**config.mk**
```make
export PLATFORM = sky130hd
export DESIGN_NAME = sb_cfg_shadow
export DESIGN_NICKNAME = d
export VERILOG_FILES = /design/src/rtl/sb_cfg_shadow.sv
export SDC_FILE = /design/constraint.sdc
export NUM_CORES = 1
export LEC_CHECK = 0
export ABC_AREA = 1
export BUFFER_PORTS_ARGS = -buffer_cell sky130_fd_sc_hd__buf_2
export CORE_ASPECT_RATIO = 1.25
export CORE_UTILIZATION = 40
export DETAILED_ROUTE_END_ITERATION = 6
export GPL_TIMING_DRIVEN = 0
export HOLD_SLACK_MARGIN = 0.02
export PLACE_DENSITY = 0.63
export SKIP_CTS_REPAIR_TIMING = 1
export SYNTH_ARGS = -nofsm -noshare
export SYNTH_HDL_FRONTEND = slang
export SYNTH_SLANG_ARGS = --single-unit
```
**constraint.sdc**
```tcl
create_clock -name prog_clk -period 1.8 [get_ports prog_clk]
set_input_delay 0.36 -clock prog_clk [delete_from_list [all_inputs] [get_ports prog_clk]]
set_output_delay 0.36 -clock prog_clk [all_outputs]
set_load 0.02 [all_outputs]
```
**src/rtl/sb_cfg_shadow.sv**
```systemverilog
`default_nettype none
// ============================================================================
// Module   : sb_cfg_shadow
// Purpose  : Switch block with a serial shadow config chain and atomic commit.
// Revision : 1.0
// ============================================================================
module sb_cfg_shadow #(
    parameter int CHAN_W = 10,
    parameter int NMUX   = 7,
    parameter int MUX_IN = 2,
    parameter int SEL_W  = 2
) (
    input  logic                     prog_clk,
    input  logic                     pReset,
    input  logic [CHAN_W-1:0]        chanx_right_in,
    input  logic [CHAN_W-1:0]        chany_bottom_in,
    input  logic [NMUX*MUX_IN-1:0]   mux_in_right,
    input  logic [NMUX*MUX_IN-1:0]   mux_in_bottom,
    input  logic                     ccff_head,
    input  logic                     cfg_shift_en,
    input  logic                     cfg_commit,
    output logic [CHAN_W-1:0]        chanx_right_out,
    output logic [CHAN_W-1:0]        chany_bottom_out,
    output logic                     ccff_tail,
    output logic                     cfg_valid,
    output logic                     cfg_done,
    output logic                     cfg_err
);

    localparam int CFG_BITS = 2 * NMUX * SEL_W;
    localparam int CNT_W    = $clog2(CFG_BITS + 2);
    localparam logic [CNT_W-1:0] c_CNT_FULL = CNT_W'(CFG_BITS);
    localparam logic [CNT_W-1:0] c_CNT_OVF  = CNT_W'(CFG_BITS + 1);

    typedef enum logic [1:0] {
        S_EMPTY   = 2'd0,
        S_LOADING = 2'd1,
        S_ACTIVE  = 2'd2
    } state_t;

    state_t               r_state;
    state_t               w_state_nxt;
    logic [CFG_BITS-1:0]  r_shadow;
    logic [CFG_BITS-1:0]  r_active;
    logic [CNT_W-1:0]     r_cnt;
    logic [CNT_W-1:0]     w_cnt_nxt;
    logic                 r_valid;
    logic                 r_done;
    logic                 r_err;
    logic                 w_commit_ok;
    logic [NMUX-1:0]      w_mux_r;
    logic [NMUX-1:0]      w_mux_b;

    // Commit is judged on the pre-shift count, so a shift in the same cycle
    // always starts a fresh load at count 1.
    always_comb begin
        w_commit_ok = cfg_commit && (r_cnt == c_CNT_FULL);
        w_state_nxt = r_state;
        w_cnt_nxt   = r_cnt;
        if (cfg_shift_en) begin
            w_state_nxt = S_LOADING;
            if (cfg_commit)
                w_cnt_nxt = CNT_W'(1);
            else if (r_cnt != c_CNT_OVF)
                w_cnt_nxt = r_cnt + CNT_W'(1);
        end else if (cfg_commit) begin
            w_state_nxt = (w_commit_ok || r_valid) ? S_ACTIVE : S_EMPTY;
            w_cnt_nxt   = '0;
        end
    end

    always_ff @(posedge prog_clk or negedge pReset) begin
        if (!pReset)
            r_state <= S_EMPTY;
        else
            r_state <= w_state_nxt;
    end

    always_ff @(posedge prog_clk or negedge pReset) begin
        if (!pReset) begin
            r_shadow <= '0;
            r_active <= '0;
            r_cnt    <= '0;
            r_valid  <= 1'b0;
            r_done   <= 1'b0;
            r_err    <= 1'b0;
        end else begin
            r_cnt  <= w_cnt_nxt;
            r_done <= w_commit_ok;
            if (cfg_shift_en)
                r_shadow <= {r_shadow[CFG_BITS-2:0], ccff_head};
            if (w_commit_ok) begin
                r_active <= r_shadow;
                r_valid  <= 1'b1;
                r_err    <= 1'b0;
            end else if (cfg_commit) begin
                r_err <= 1'b1;
            end
        end
    end

    // Out-of-range selects and an unconfigured block both yield 0.
    for (genvar m = 0; m < NMUX; m++) begin : g_mux
        logic [SEL_W-1:0]  w_sel_r;
        logic [SEL_W-1:0]  w_sel_b;
        logic [MUX_IN-1:0] w_in_r;
        logic [MUX_IN-1:0] w_in_b;
        logic              w_bit_r;
        logic              w_bit_b;

        assign w_sel_r = r_active[m*SEL_W +: SEL_W];
        assign w_sel_b = r_active[(m+NMUX)*SEL_W +: SEL_W];
        assign w_in_r  = mux_in_right[m*MUX_IN +: MUX_IN];
        assign w_in_b  = mux_in_bottom[m*MUX_IN +: MUX_IN];

        always_comb begin
            w_bit_r = 1'b0;
            w_bit_b = 1'b0;
            for (int i = 0; i < MUX_IN; i++) begin
                if (r_valid && (w_sel_r == SEL_W'(i)))
                    w_bit_r = w_in_r[i];
                if (r_valid && (w_sel_b == SEL_W'(i)))
                    w_bit_b = w_in_b[i];
            end
        end

        assign w_mux_r[m] = w_bit_r;
        assign w_mux_b[m] = w_bit_b;
    end

    assign chanx_right_out[NMUX-1:0]  = w_mux_r;
    assign chany_bottom_out[NMUX-1:0] = w_mux_b;

    if (CHAN_W > NMUX) begin : g_pass
        assign chanx_right_out[CHAN_W-1:NMUX]  = chany_bottom_in[CHAN_W-NMUX-1:0];
        assign chany_bottom_out[CHAN_W-1:NMUX] = chanx_right_in[CHAN_W-NMUX-1:0];
    end

    // Upper incoming tracks have no destination in this tile.
    logic w_unused;
    assign w_unused = ^{chanx_right_in[CHAN_W-1:CHAN_W-NMUX],
                        chany_bottom_in[CHAN_W-1:CHAN_W-NMUX]};

    assign ccff_tail = r_shadow[CFG_BITS-1];
    assign cfg_valid = r_valid;
    assign cfg_done  = r_done;
    assign cfg_err   = r_err;

endmodule
`default_nettype wire

```
Word level (Yosys, flattened, before mapping)
Cells that the tools add are included.
- flip-flop bits (word level): 64
- input bits: 53
- logic and storage cells: 104
- $add $sub $neg: 1
- eq/ne operators: 16
- multiplexer cells: 34
- reduce and logical (&&, ||, !) cells: 47
- operator list (operator ; count):
    1-bit two-way mux ; 30
    1-bit logical AND ; 29
    2-bit by 1-bit == test with 1-bit output (second input constant) ; 14
    2-bit zero test ; 14
    5-bit two-way mux ; 4
    2-bit nonzero test ; 3
    5-bit by 1-bit adder with 5-bit output (second input constant) ; 1
    5-bit == test (second input constant) ; 1
    5-bit != test (second input constant) ; 1
    2-bit AND reduction ; 1

Depth between registers and ports, before layout
- depth after elaboration: 4
- mapped depth: 9
- depth with buffers taken out: 9

Worst setup path before layout
OpenSTA, ideal clock, no wires.
- path kind: flip-flop to output port
- start point: register r_valid (netlist: cfg_valid)
- end point: output port chanx_right_out[1]
- data arrival time: 1048 ps
- required time: 1440 ps
- path slack: 392 ps
- stages on the path, launching flop included: 5
- path buffers: 2
- cell sequence: dfrtp_1 clkbuf_1 o21ai_0 nor2_1 buf_4
- cells in the longest elaborated chain, start to end: 3
- ends and longest elaborated chain (what ; RTL line ; source):
    start: declaration ; 47 ; logic r_valid;
    start signal: assignment ; 84 ; r_valid <= 1'b0;
    start signal: assignment ; 94 ; r_valid <= 1'b1;
    1-bit logical AND ; 120 ; if (r_valid && (w_sel_r == SEL_W'(i)))
    1-bit two-way mux ; 120 ;
    1-bit two-way mux * ; 120 ;
    end: declaration ; 22 ; output logic [CHAN_W-1:0] chanx_right_out,
Mark *: on every way between the ends. The rest lies on a longest branch, timed or not.

Worst setup path in the final report
- start point: register r_valid (netlist: cfg_valid)
- end point: output port chany_bottom_out[1]
- cells in the longest elaborated chain, start to end: 3
- ends and longest elaborated chain (what ; RTL line ; source):
    1-bit logical AND ; 122 ; if (r_valid && (w_sel_b == SEL_W'(i)))
    1-bit two-way mux ; 122 ;
    1-bit two-way mux * ; 122 ;
    end: declaration ; 23 ; output logic [CHAN_W-1:0] chany_bottom_out,
Marked as above.

==> results.json <==
{
  "synth_fa_ha_area_share_pct": 1.28,
  "power.leakage_nw": 1.81,
  "slowest_delay_ns": 0.44,
  "clkSinkCount": 64,
  "die_x_um": 78.6,
  "cp_num_buf_inv": 3,
  "setup_viol": 0,
  "required_ns": 1.44,
  "worstSetupPathType": "reg -> out",
  "mappedNetlistNets": 390,
  "slew_violations": 0,
  "cp.arrival_ns": 1.32,
  "outcome": "complete, no violations",
  "routedWlPerCell_um": 11.9,
  "power_density_mw_per_mm2": 821,
  "start_kind": "flop",
  "grt_pass1_wl_mm": 10.3,
  "regArea_mm2": 0.00160,
  "cts_tree": "done",
  "cts_htree_levels": 3,
  "worst_slew_pin_slew_ns": 0.584,
  "finClkSkew_ns": 0.00499,
  "initial_core_util_pct": 41.8,
  "hp-class": "in -> async",
  "syn_avg_cell_area_um2": 8.79,
  "fmax_mhz": 596,
  "cp_cell_sequence": "buf_8 > o21ai_0 > nor2_1 > buf_4 > buf_2",
  "drt_first_pass_iters": 4,
  "synth_area_mm2": 0.00294,
  "cts_root_buf": "clkbuf_8",
  "grt_max_degree": 40,
  "dieArea_mm2": 0.00769,
  "io_pins": 77,
  "met2WireLength_mm": 3.05,
  "yosysTopAreaCellShare_pct": 54.5,
  "synth_cell_types": 22,
  "ys.flop_type": "dfrtp_1",
  "cts_buffers": 9,
  "fin_nets": 459,
  "yosys.area_share.simple_pct": 13.5,
  "period_needed_ns": 1.68,
  "drtIter0Drc": 89,
  "synth_xor_area_share_pct": 0.298,
  "final_util_pct": 50.4,
  "synth_top_family_by_area": "compound AO/OA/AOI/OAI gates",
  "hpwl_mm": 4.23,
  "yosys-top-cells-count": "64 x dfrtp_1, 61 x o21ai_0, 51 x nand2_1",
  "irDropWorstVdd_mv": 0.463,
  "post_synth_inst_count": 334,
  "path_clk_slew_ns": 0.06,
  "port_buffers": 55,
  "ant_nets": 0,
  "finalCritPeriodShare_pct": 93.2,
  "rr_startpoint": "r_cnt[0]",
  "avgViaCountPerCell": 4.66,
  "core_mm2": 0.00702,
  "tns_ns": 0,
  "insertion_delay_ns": 0.34,
  "yosys_warnings": 0,
  "wl_met1_mm": 2.54,
  "drive_gt1_share_pct": 28.7,
  "place_congestion": 0.757,
  "final_hold_viol_count": 0,
  "synthArstFlopShare_pct": 100,
  "drc": 0,
  "max_slew_margin_pct": 61.1,
  "cp_top_family": "flip-flops",
  "ys_ff_latch": 64,
  "die_h_um": 97.8,
  "track_usage_pct": 17.5,
  "maxCapViolations": 0,
  "clock_path_buffers": 2,
  "yosysTopAreaCell": "dfrtp_1",
  "nFillCells": 666,
  "cp-startpoint": "cfg_valid",
  "synth_most_common_cell": "dfrtp_1",
  "synth_compound_area_share_pct": 15.4,
  "grt_overflow": 0,
  "synth_edf_count": 0,
  "topRoutingLayerUsed": "met4",
  "cp_max_fo": 10,
  "endpoint_kind": "output port",
  "antenna_cells": 0,
  "yosysSeqAreaShare_pct": 54.5,
  "fp-row-count": 34,
  "rsz0062_at_grt": "no",
  "num_vias": 2323,
  "met3WireLength_um": 222,
  "p_total_mw": 2.90,
  "critPathSlowestCell": "dfrtp_2",
  "synth_mux_area_share_pct": 0.767,
  "syn_to_final_growth_pct": 20.5,
  "wl_mm": 5.90,
  "worst_slack_ns": 0.122,
  "multi_input_area_um2": 916,
  "pre_cts_slack_ns": -0.0189,
  "grt_pass1_vias": 2329,
  "antenna_found_initial": 0,
  "synthTopCellsByArea": "dfrtp_1 55%, o21ai_0 10%, nand2_1 6.5%"
}
-- registers in the layout (all words and copies together), names as in the netlist --
signal and cells:
cfg_done 1, r_shadow 28, r_active 28, cfg_valid 1, r_cnt 5, cfg_err 1
-- stage by stage --
step | std cells | cell area [µm²] | hold WS (ns)
CTS | 496 | 3510 | 0.0310
global placement | 479 | 3320 | 0.464
finish | 498 | 3540 | 0.0219
floorplan | 334 | 2940 | 0.0644
global route | 498 | 3540 | 0.0445
detailed placement | 480 | 3340 | 0.400
-- routing by layer --
| layer | up-vias | track usage, % |
|---|---|---|
| met5 | - | 0 |
| met4 | 0 | 8.55 |
| met3 | 8 | 4.02 |
| met2 | 46 | 30.5 |
| met1 | 1099 | 20.0 |
| li1 | 1170 | - |
-- path summary, 6_finish.rpt --
kind / end / slack, ns / depth (start not counted)
setup / recovery: chany_bottom_out[1] / 0.12 / 5
hold / removal: r_active[24] / 0.02 / 1
setup reg to reg: r_active[8] / 0.35 / 7
hold reg to reg: r_active[11] / 0.48 / 2
max in group asynchronous: r_shadow[2] / 1.18 / 2
min in group prog_clk: r_shadow[0] / 0.26 / 2
-- cell usage in the layout (no fill, tap or decap) --
cell      synthesis  layout
clkbuf_8          0      10
inv_1            49      49
xor2_1            1       1
dfrtp_1          64      63
nand2_2           2       2
or2_2             1       1
a21oi_1          13      13
buf_2             5      60
clkbuf_1          5       6
nand4_1           4       4
o21ai_0          61      61
mux2_2            2       2
nor2_1           33      33
buf_8             1       2
nand2_1          51      51
clkinv_2          0       4
nand3_1           5       5
a31oi_1           1       1
o21ai_1           1       1
buf_6             1       1
ha_1              3       3
buf_12            0       1
o21ai_2           8       8
nor2_4            1       1
buf_4            22      24
dfrtp_2           0       1
-- report_power, final --
group          internal, mW  total [mW]  switching (mW)
registers              1.54        1.61          0.0706
clock network         0.528        1.05           0.522
logic                 0.100       0.246           0.146
total                  2.16        2.90           0.739
-- cells by family after synthesis --
logic type / count (synthesis)
DFF: 64
buffers and inverters: 83
adders and majority gates: 3
and+or+nand+nor: 97
muxes: 2
xor gates and xnor gates: 1
AOI/OAI and AO/OA: 84
-- area by class of cell --
type | instances | share of cell area, %
multi-input cells | 187 | 25.9
plain buffers | 34 | 6.97
inverters | 49 | 5.20
clock inverters | 4 | 0.566
flip-flops and latches | 64 | 45.3
clock buffers | 12 | 4.10
well taps | 90 | 3.18
repair buffers | 58 | 8.77
No activity file was read; power rests on OpenSTA's default activity.
